--- src/rtl/if_fetch_stage.sv ---
`default_nettype none
// ============================================================================
// Module      : if_fetch_stage
// Description : Fetch-stage controller. Owns the program counter, drives the
//               instruction memory address and captures the returned word
//               into the IF/ID pipeline register. Handles stall, flush,
//               branch/jump redirect and illegal fetch address detection.
// Revision    : 1.0 - initial release
// ============================================================================
module if_fetch_stage #(
  parameter logic [31:0] RESET_PC   = 32'h0000_0000,
  parameter int          IMEM_BYTES = 512
) (
  input  logic        clk,
  input  logic        rst,
  input  logic        stall,
  input  logic        flush,
  input  logic        redirect_valid,
  input  logic [31:0] redirect_target,
  input  logic [31:0] instruction,
  output logic [31:0] pc,
  output logic [31:0] ifid_instr,
  output logic [31:0] ifid_pc4,
  output logic        ifid_valid,
  output logic        fetch_fault,
  output logic [31:0] fetch_count
);

  // Highest word-aligned address that can still be fetched in full.
  localparam logic [31:0] c_last_pc = 32'(IMEM_BYTES - 4);
  localparam logic [31:0] c_nop     = 32'h0000_0000;
  localparam logic [31:0] c_pc_step = 32'd4;

  // Two-state controller: RUN fetches, FAULT is absorbing until reset.
  typedef enum logic [0:0] {
    ST_RUN   = 1'b0,
    ST_FAULT = 1'b1
  } state_t;

  state_t      r_state;
  state_t      w_state_nxt;

  logic [31:0] r_pc;
  logic [31:0] r_ifid_instr;
  logic [31:0] r_ifid_pc4;
  logic        r_ifid_valid;
  logic        r_fetch_fault;
  logic [31:0] r_fetch_count;

  logic [31:0] w_pc_nxt;
  logic [31:0] w_ifid_instr_nxt;
  logic [31:0] w_ifid_pc4_nxt;
  logic        w_ifid_valid_nxt;
  logic        w_fetch_fault_nxt;
  logic [31:0] w_fetch_count_nxt;

  logic [31:0] w_pc_plus4;
  logic        w_misaligned;
  logic        w_out_of_range;
  logic        w_bad_pc;

  // Sequential fetch address; wraps at 2^32 and is caught by the range check.
  assign w_pc_plus4     = r_pc + c_pc_step;

  // A fetch is illegal if it is not word aligned or runs past the memory end.
  assign w_misaligned   = (r_pc[1:0] != 2'b00);
  assign w_out_of_range = (r_pc > c_last_pc);
  assign w_bad_pc       = w_misaligned | w_out_of_range;

  // Next-state and next-register computation; defaults hold everything.
  always_comb begin
    w_state_nxt       = r_state;
    w_pc_nxt          = r_pc;
    w_ifid_instr_nxt  = r_ifid_instr;
    w_ifid_pc4_nxt    = r_ifid_pc4;
    w_ifid_valid_nxt  = r_ifid_valid;
    w_fetch_fault_nxt = r_fetch_fault;
    w_fetch_count_nxt = r_fetch_count;

    case (r_state)
      ST_RUN: begin
        if (w_bad_pc) begin
          // Illegal address: freeze PC, drop the slot, keep old IF/ID data.
          w_state_nxt       = ST_FAULT;
          w_fetch_fault_nxt = 1'b1;
          w_ifid_valid_nxt  = 1'b0;
        end else if (redirect_valid) begin
          // Taken branch/jump wins over stall and flush; squash wrong path.
          w_pc_nxt          = redirect_target;
          w_ifid_valid_nxt  = 1'b0;
          w_ifid_instr_nxt  = c_nop;
        end else if (stall && flush) begin
          // Decode holds, but its current slot must become a bubble.
          w_ifid_valid_nxt  = 1'b0;
          w_ifid_instr_nxt  = c_nop;
        end else if (stall) begin
          // Pure hazard stall: everything holds (defaults).
          w_pc_nxt          = r_pc;
        end else if (flush) begin
          // Advance past the current fetch but insert a bubble.
          w_pc_nxt          = w_pc_plus4;
          w_ifid_valid_nxt  = 1'b0;
          w_ifid_instr_nxt  = c_nop;
        end else begin
          // Normal fetch: latch the word and its link address.
          w_pc_nxt          = w_pc_plus4;
          w_ifid_instr_nxt  = instruction;
          w_ifid_pc4_nxt    = w_pc_plus4;
          w_ifid_valid_nxt  = 1'b1;
          w_fetch_count_nxt = r_fetch_count + 32'd1;
        end
      end

      ST_FAULT: begin
        // Absorbing: only reset leaves; stall/flush/redirect are ignored.
        w_ifid_valid_nxt  = 1'b0;
        w_fetch_fault_nxt = 1'b1;
      end

      default: begin
        w_state_nxt       = ST_FAULT;
        w_ifid_valid_nxt  = 1'b0;
        w_fetch_fault_nxt = 1'b1;
      end
    endcase
  end

  // State and pipeline register update with synchronous reset priority.
  always_ff @(posedge clk) begin
    if (rst) begin
      r_state       <= ST_RUN;
      r_pc          <= RESET_PC;
      r_ifid_instr  <= c_nop;
      r_ifid_pc4    <= 32'h0000_0000;
      r_ifid_valid  <= 1'b0;
      r_fetch_fault <= 1'b0;
      r_fetch_count <= 32'h0000_0000;
    end else begin
      r_state       <= w_state_nxt;
      r_pc          <= w_pc_nxt;
      r_ifid_instr  <= w_ifid_instr_nxt;
      r_ifid_pc4    <= w_ifid_pc4_nxt;
      r_ifid_valid  <= w_ifid_valid_nxt;
      r_fetch_fault <= w_fetch_fault_nxt;
      r_fetch_count <= w_fetch_count_nxt;
    end
  end

  assign pc          = r_pc;
  assign ifid_instr  = r_ifid_instr;
  assign ifid_pc4    = r_ifid_pc4;
  assign ifid_valid  = r_ifid_valid;
  assign fetch_fault = r_fetch_fault;
  assign fetch_count = r_fetch_count;

endmodule
`default_nettype wire
--- config.mk ---
export PLATFORM = sky130hd
export DESIGN_NAME = if_fetch_stage
export DESIGN_NICKNAME = d
export VERILOG_FILES = /design/src/rtl/if_fetch_stage.sv
export SDC_FILE = /design/constraint.sdc
export NUM_CORES = 1
export LEC_CHECK = 0
export ABC_AREA = 1
export CAP_MARGIN = 20
export CORE_ASPECT_RATIO = 0.9
export CORE_MARGIN = 5
export CORE_UTILIZATION = 50
export DETAILED_ROUTE_END_ITERATION = 7
export GPL_TIMING_DRIVEN = 0
export PLACE_DENSITY = 0.93
export SLEW_MARGIN = 40
export SYNTH_ARGS = -nofsm -noshare
export SYNTH_HDL_FRONTEND = slang
export SYNTH_SLANG_ARGS = --single-unit
export TNS_END_PERCENT = 5
--- constraint.sdc ---
create_clock -name clk -period 2.4 [get_ports clk]
set_clock_uncertainty 0.1 [all_clocks]
set_input_delay 0.24 -clock clk [delete_from_list [all_inputs] [get_ports clk]]
set_output_delay 0.24 -clock clk [all_outputs]
set_load 0.02 [all_outputs]
# Yosys cells after proc, flatten, opt, wreduce, memory -nomap -nowiden

Index checks and enable logic that the tools add are counted.
Widths: inputs -> output; s select.

Mux-type cells: 17
Add/subtract/negate cells: 2
Equal/unequal tests: 5
Bitwise logic cells: 7
Reductions and logical operators: 5
Order comparisons: 1

Operators with widths:

| operator              | count |
|---|---|
| $mux 32               | 7 |
| $add 32x1->32 const B | 1 |
| $add 32x3->32 const B | 1 |
| $gt 32x9->1 const B   | 1 |
| $mux 1                | 8 |
| $not 1->1             | 6 |
| $reduce_and 6->1      | 1 |
| $ne 5x5->1 const B    | 1 |
| $ne 2x2->1 const B    | 2 |
| $pmux 1 s2            | 2 |
| $reduce_and 4->1      | 1 |
| $ne 3x1->1 const B    | 1 |
| $reduce_and 3->1      | 1 |
| $ne 2x1->1 const B    | 1 |
| $reduce_bool 2->1     | 1 |
| $logic_and 1x1->1     | 1 |
| $or 1x1->1            | 1 |

Flip-flop bits (word level): 131
Output and inout port bits: 130
Bits of input ports: 69

# Depth between registers and ports, before layout

Gate-level depths: netlist of run 1.

Word-level depth: 6
Depth in mapped cells: 11

# Worst setup path before layout of run 1

No wires, ideal clock.

Path type: reg-to-reg
Start point: register r_fetch_count[0], in the netlist fetch_count[0]
End point: register r_fetch_count[28], in the netlist fetch_count[28]
Period minus slack after synthesis: 1.824 ns
Cell stages (with the launch flop): 11
Data arrival time: 1.592 ns
Buffers on the path: 0
Setup time: 0.132 ns
Slack: 0.576 ns
Path through: dfxtp_1 -> ha_1 -> inv_1 -> nor2_1 -> inv_1 -> nor2_1 -> nand2_1 -> nand2_1 -> nand2_1 -> nand2_1 -> a21oi_1

Word-level cells in the longest chain between the ends: 1

Ends and longest elaborated chain:

| item                     | RTL line | source |
|---|---|---|
| start: declaration       | 48       | `logic [31:0] r_fetch_count;` |
| start signal: assignment | 145      | `r_fetch_count <= w_fetch_count_nxt;` |
| $add 32x1->32            | 110      | `w_fetch_count_nxt = r_fetch_count + 32'd1;` |

No other way between the ends.
A chain may end at the register's enable or synchronous reset.

# Worst setup path in the final report of run 1

Start point: register r_fetch_count[0], in the netlist fetch_count[0]
End point: register r_fetch_count[16], in the netlist fetch_count[16]

Same word-level chain as after synthesis.

==> metrics.yaml, run 1 <==
outcome:
  status: "finished, final reports clean"
clock_network:
  root_buffer: "clkbuf_16"
  clk_path_buf_depth: 2
  path_clk_slew_ns: 0.06
  cts_tree: "done"
  clock_latency_ns: 0.42
  cts_resized: 0
  cts_hold_buf: 0
  post-cts-setup-buffers: 0
  cts-buffers-inserted: 17
  htree_levels: 4
  cts_num_sinks: 131
power:
  p_per_area_mw_per_mm2: 864
  leakage_uw: 0.00332
  cell_internal_pwr_uw: 4860
  power_frac_seq_pct: 33.9
  sw_frac_of_total_pct: 35.0
  switching_power_uw: 2620
  combPwrFrac_pct: 32.3
  clockPowerShare_pct: 33.8
  vdd.ir_drop.worst_mv: 0.577
global_routing:
  grt_usage_pct: 26.3
  grt_pass1_wl_um: 30400
  grt_start_max_net_pins: 17
  grt_pass1_vias: 6197
  antenna_found_initial: 0
  globalRouteOverflowTotal: 0
detailed_routing:
  drt_iter0_drc: 698
  drc: 0
  drt_first_pass_iters: 6
  ant_nets: 0
  routed_wl_um: 18700
  avgViaCountPerCell: 5.06
  num_vias: 6488
  wl_per_cell_um: 14.6
setup_path:
  slowest_delay_ns: 0.47
  critical_path.endpoint_type: "flop"
  crit_path_top_delay_cell: "dfxtp_1"
  regToRegSetupSlack_ns: 0.25
  crit_type: "flop to flop"
  crit_chain: "ha_1 > inv_1 > nor2_1 > nand2_1 > inv_1 > nand4_1 > nand2_1 > nand2_1 > a21oi_1"
  r2r_end: "fetch_count[16]$_SDFFE_PP0P_"
  required_ns: 2.64
  reg2regPathDepth: 9
  cp_common_cell: "nand2_1"
  timing.rr.start: "fetch_count[0]$_SDFFE_PP0P_"
  crit_arrival_ns: 2.39
  critPathMaxFanout: 7
  cp-start-kind: "flop"
layout:
  drive_above_1_share_pct: 5.77
  area_growth_pct: 46.0
  final_common_cell: "nand2_1"
  final_nets: 1184
  fin_util_pct: 75.1
  n_antenna_cell: 0
  final_cell_mix: "346 x nand2_1, 196 x clkdlybuf4s50_1, 139 x nor2_1"
die:
  core-area_sq_mm: 0.0115
  dieWidth_um: 125
  dieArea_sq_mm: 0.0141
  num_io_pins: 199
  die_h_um: 113
  initial_utilization_pct: 51.4
  rows: 37
flow_run:
  maxCapViolCount: 0
timing:
  fin_tns_setup_ns: 0
  hold_viol_final: 0
  worstMarginPinSlew_ns: 0.581
  fmax_ghz: 0.464
  setup_viol_count_final: 0
  relSlewSlack_pct: 61.3
  finalCritPeriodShare_pct: 89.7
  rsz0062_at_grt: "no"
  finalMaxSlewViolations: 0
  period_needed_ns: 2.15
yosys:
  async_flop_share_pct: 0
  synth-simple-area-share_pct: 35.4
  synth_mux_area_share_pct: 0
  synth-compound-area-share_pct: 9.77
  synth-main-ff-cell: "dfxtp_1"
  synth-xor-area-share_pct: 1.92
  yosys_warnings: 0
  synth_top_family_by_area: "simple AND/OR/NAND/NOR gates"
  syn_area_per_cell_sq_um: 6.60
  synth_nets: 969
  synth.distinct_cells: 28
  ys_ff_latch: 131
  syn_inst: 898
  ys_seq_area_share_pct: 44.2
  synthAdderAreaFrac_pct: 0.422
  synth-edff-count: 0
  syn_area_sq_mm: 0.00593
min_path:
  holdCritPathClass: "input port to flop"
  min_from: "redirect_valid"
  whs_path_depth: 4
  min_to: "ifid_valid$_SDFFE_PP0P_"
placement:
  place.gp.congestion: 0.958
  dp_hpwl_um: 13700
  port-buffer-count: 196
[worst max-delay path, delay by kind of cell, from the launching register on]
| family | cells | cell delay [ns] |
|---|---|---|
| buffers and inverters | 2 | 0.22 |
| adders and majority gates | 1 | 0.31 |
| DFF | 1 | 0.47 |
| and+or+nand+nor | 5 | 0.82 |
| AOI/OAI and AO/OA | 1 | 0.14 |
[flip-flops by register name, summed over array words and instances, names as in the netlist]
signal	count
ifid_instr	32
fetch_fault	1
r_state	1
fetch_count	32
ifid_pc4	32
ifid_valid	1
pc	32
[power by group through the flow]
stage               Combinational, uW  Clock [uW]  Sequential [uW]
floorplan                        1320           0             2780
global placement                 2360           0             2570
detailed placement               2390           0             2580
CTS                              2410        2550             2530
global route                     2650        2660             2570
finish                           2410        2530             2540
[cells by family after synthesis]
| logic type | after synthesis |
|---|---|
| AND/OR/NAND/NOR | 532 |
| flip-flops | 131 |
| buffers and inverters | 105 |
| XOR/XNOR | 13 |
| adder cells (fa/ha/maj) | 2 |
| AO/OA/AOI/OAI | 115 |
[worst max path at each step]
| stage | start | endpoint | depth (start not counted) |
|---|---|---|---|
| final | fetch_count[0]$_SDFFE_PP0P_ | fetch_count[16]$_SDFFE_PP0P_ | 9 |
| after global routing | fetch_count[0]$_SDFFE_PP0P_ | fetch_count[16]$_SDFFE_PP0P_ | 9 |
| after CTS | fetch_count[0]$_SDFFE_PP0P_ | fetch_count[16]$_SDFFE_PP0P_ | 9 |
| after detailed placement | stall | fetch_count[31]$_SDFFE_PP0P_ | 7 |
| after global placement | stall | fetch_count[31]$_SDFFE_PP0P_ | 7 |
| after floorplan | fetch_count[0]$_SDFFE_PP0P_ | fetch_count[28]$_SDFFE_PP0P_ | 10 |
[final cells by class]
cell class / count / area, sq um
tap: 156 / 195
fill: 825 / 2870
inverter: 64 / 241
sequential: 131 / 2620
timing repair buffer: 196 / 1960
multi-input combinational: 662 / 2820
clock inverter: 13 / 136
clock buffer: 19 / 433
buffer: 41 / 249
[Yosys cell counts, types with 5 or more instances]
cell      count  share of area (%)
inv_1        60                3.8
clkbuf_1     19                1.2
nor2_1      139                8.8
o21ai_0      20                1.7
nand2_1     346                 22
dfxtp_1     131                 44
nand3_1      32                2.7
a21oi_1      93                7.8
xnor2_1       5               0.74
xor2_1        8                1.2
buf_6        10                1.9
buf_2        10               0.84
[stage by stage]
step                cells  area (sq um)  hold WS (ns)  setup slack (ns)  power [uW]
finish               1282          8660        0.0744             0.246        7480
global route         1282          8660        0.0612            0.0384        7880
CTS                  1282          8660        0.0526             0.282        7490
detailed placement   1250          8090         0.329             0.285        4970
global placement     1250          8090         0.325             0.314        4930
floorplan             898          5930         0.275             0.576        4100
[metal layers]
| layer | part of all wire, % | GRT usage (%) | vias up |
|---|---|---|---|
| li1 | - | - | 3212 |
| met1 | 40 | 31.4 | 2935 |
| met2 | 47 | 44.0 | 293 |
| met3 | 9.9 | 8.82 | 48 |
| met4 | 2.7 | 9.93 | 0 |
| met5 | 0 | 0 | - |
Note: power is estimated with default switching activity, not from simulation.
==> run 2, diff against run 1 <==
--- a/config.mk
+++ b/config.mk
@@ -13,6 +13,7 @@
 export DETAILED_ROUTE_END_ITERATION = 7
 export GPL_TIMING_DRIVEN = 0
 export PLACE_DENSITY = 0.93
+export SKIP_LAST_GASP = 1
 export SLEW_MARGIN = 40
 export SYNTH_ARGS = -nofsm -noshare
 export SYNTH_HDL_FRONTEND = slang
==> results of run 2 <==
No change in the layout: final DEF, timing and power equal those of run 1.
==> run 3, diff against run 2 <==
--- a/config.mk
+++ b/config.mk
@@ -9,10 +9,12 @@
 export CAP_MARGIN = 20
 export CORE_ASPECT_RATIO = 0.9
 export CORE_MARGIN = 5
-export CORE_UTILIZATION = 50
+export CORE_UTILIZATION = 25
+export CTS_CLUSTER_SIZE = 12
 export DETAILED_ROUTE_END_ITERATION = 7
 export GPL_TIMING_DRIVEN = 0
-export PLACE_DENSITY = 0.93
+export PLACE_DENSITY = 0.55
+export SKIP_CTS_REPAIR_TIMING = 1
 export SKIP_LAST_GASP = 1
 export SLEW_MARGIN = 40
 export SYNTH_ARGS = -nofsm -noshare
==> run 3 against run 2 <==
Via count shrank 4.2%. Combinational power increased by 2%. First-iteration DRC count down 54%. Flip-flop and latch count unchanged. Clock power about the same. Non-clock buffer count unchanged. Core utilization is 37 points lower. Design area up 2.2%. Setup slack improved by 0.087 ns. Sequential share of layout area shrank 0.64 points. Cell count increased by 11%. Critical path depth is 1 lower. Largest cell class unchanged. Largest power group is now clock.
==> metrics.yaml, run 3 (synthesized netlist as in run 1, its figures left out) <==
outcome:
  status: "finished, final reports clean"
detailed_routing:
  drt_iter0_drc: 320  # -54%
  ant_nets: 0  # unchanged
  drt_first_pass_iters: 5  # -1
  num_vias: 6216  # -4.2%
  wl_per_cell_um: 14.3  # -1.5%
  avgViaCountPerCell: 4.35  # -14%
  routed_wl_um: 20500  # +9.7%
  drc: 0  # unchanged
setup_path:
  required_ns: 2.64  # about the same
  cp-start-kind: "flop"
  critPathTopFamily: "simple AND/OR/NAND/NOR gates"
  slowest_delay_ns: 0.45  # -0.02 ns
  crit_chain: "ha_1 > inv_1 > nor2_1 > inv_1 > nor2_1 > xor2_1 > nand2_1 > a21oi_1"
  crit_type: "flop to flop"
  crit_path_top_delay_cell: "dfxtp_1"
  r2r_end: "fetch_count[12]$_SDFFE_PP0P_"
  critPathMaxFanout: 7  # unchanged
  path_buf_inv: 2  # unchanged
  crit_arrival_ns: 2.31  # -0.08 ns
  critical_path.endpoint_type: "flop"
  regToRegSetupSlack_ns: 0.33  # +0.09 ns
  timing.rr.start: "fetch_count[0]$_SDFFE_PP0P_"
  reg2regPathDepth: 8  # -1
timing:
  setup_viol_count_final: 0  # unchanged
  relSlewSlack_pct: 55.3  # -5.9 points
  hold_viol_final: 0  # unchanged
  finalMaxSlewViolations: 0  # unchanged
  fmax_ghz: 0.484  # +4.2%
  holdWs_ns: 0.0787  # +0.00432 ns
  finalCritPeriodShare_pct: 86.1  # -3.6 points
  setup_slack_ns: 0.333  # +0.0871 ns
  rsz0062_at_grt: "no"
  fin_tns_setup_ns: 0  # unchanged
  worstMarginPinSlew_ns: 0.670  # +0.0891 ns
  period_needed_ns: 2.07  # -0.0871 ns
layout:
  final_cell_mix: "346 x nand2_1, 196 x clkdlybuf4s50_1, 139 x nor2_1"
  final_cells: 1428  # +11%
  final_nets: 1184  # unchanged
  multi_input_area_sq_mm: 0.00282  # unchanged
  drive_above_1_share_pct: 5.86  # +0.089 points
  fillCellCount: 2475  # +200%
  area_growth_pct: 49.1
  n_antenna_cell: 0  # unchanged
  final_common_cell: "nand2_1"
  regArea_sq_mm: 0.00262  # unchanged
power:
  p_per_area_mw_per_mm2: 854  # -1.2%
  leakage_uw: 0.00332  # -0.15%
  vdd.ir_drop.worst_mv: 0.379  # -34%
  power_uw: 7550  # +0.92%
clock_network:
  cts_num_sinks: 131  # unchanged
  cts_tree: "done"
  path_clk_slew_ns: 0.06  # about the same
  htree_levels: 4  # unchanged
  root_buffer: "clkbuf_16"
  cts-buffers-inserted: 17  # unchanged
  clk_path_buf_depth: 2  # unchanged
  clock_latency_ns: 0.42  # about the same
min_path:
  holdCritPathClass: "input port to flop"
  whs_path_depth: 4  # unchanged
  min_from: "redirect_valid"
  min_to: "ifid_valid$_SDFFE_PP0P_"
global_routing:
  grt_start_max_net_pins: 17  # unchanged
  grt_usage_pct: 15.3  # -11 points
  grt_pass1_wl_um: 32400  # +6.7%
  antenna_found_initial: 0  # unchanged
  globalRouteOverflowTotal: 0  # unchanged
  grt_pass1_vias: 5984  # -3.4%
placement:
  port-buffer-count: 196  # unchanged
  dp.cells: 1396  # +12%
  preCtsSetupSlack_ns: 0.122  # -0.163 ns
  place.gp.congestion: 0.863  # -9.9%
  dp_hpwl_um: 15600  # +14%
die:
  initial_utilization_pct: 25.4  # -26 points
  rows: 53  # +43%
  core-area_sq_mm: 0.0233  # +100%
  dieWidth_um: 172  # +38%
  dieArea_sq_mm: 0.0269  # +90%
  die_h_um: 156  # +38%
  num_io_pins: 199  # unchanged
flow_run:
  maxCapViolCount: 0  # unchanged
[run 3: cell types whose count changed in the layout (fill, tap and decap cells not counted), sizes merged]
cell / previous run / this run
clkinv: 11 / 7
clkbuf: 38 / 40
clkinvlp: 1 / 3
bufinv: 2 / 1
inv: 63 / 64
[run 3: layout make-up]
cell class,count,share of cell area (%)
Tap cell,302,4.27
Timing Repair Buffer,196,22.2
Inverter,64,2.73
Sequential cell,131,29.7
Clock buffer,21,5.32
Clock inverter,11,1.16
Multi-Input combinational cell,662,31.9
Buffer,41,2.82
[run 3: worst reg2reg max path, delay by kind of cell, from the launching register on]
| family | cells | cell delay (ns) |
|---|---|---|
| flip-flops | 1 | 0.45 |
| AO/OA/AOI/OAI | 1 | 0.11 |
| adder cells (fa/ha/maj) | 1 | 0.30 |
| XOR/XNOR | 1 | 0.18 |
| buffers and inverters | 2 | 0.16 |
| AND/OR/NAND/NOR | 3 | 0.69 |
[run 3: where the power goes]
group          leakage (uW)  internal [uW]  switching, uW
Sequential          0.00106           2380            156
Combinational       0.00199            949           1500
Clock              0.000276           1510           1050
[run 3: layer usage]
metal | routed length (um) | share of wire (%) | up-vias | GRT usage (%)
li1 | - | - | 3217 | -
met2 | 9230 | 45 | 172 | 23.8
met4 | 395 | 1.9 | 0 | 4.79
met3 | 1590 | 7.8 | 26 | 5.50
met5 | 0 | 0 | - | 0
met1 | 9270 | 45 | 2801 | 19.8
[run 3: through the flow]
stage	util, %	cell area (sq um)
5_1_grt	37.9	8840
3_5_place_dp	35.4	8270
4_1_cts	37.9	8840
6_report	37.9	8840
3_3_place_gp	35.4	8270
2_1_floorplan	-	5930
[run 3: worst max path at each step]
stage	startpoint	cells past startpoint	slack, ns	endpoint
6_report	fetch_count[0]$_SDFFE_PP0P_	8	0.33	fetch_count[12]$_SDFFE_PP0P_
5_1_grt	fetch_count[0]$_SDFFE_PP0P_	8	0.13	fetch_count[16]$_SDFFE_PP0P_
4_1_cts	fetch_count[0]$_SDFFE_PP0P_	10	0.29	fetch_count[28]$_SDFFE_PP0P_
3_5_place_dp	flush	7	0.12	fetch_count[31]$_SDFFE_PP0P_
3_3_place_gp	flush	7	0.12	fetch_count[31]$_SDFFE_PP0P_
2_1_floorplan	fetch_count[0]$_SDFFE_PP0P_	10	0.58	fetch_count[28]$_SDFFE_PP0P_
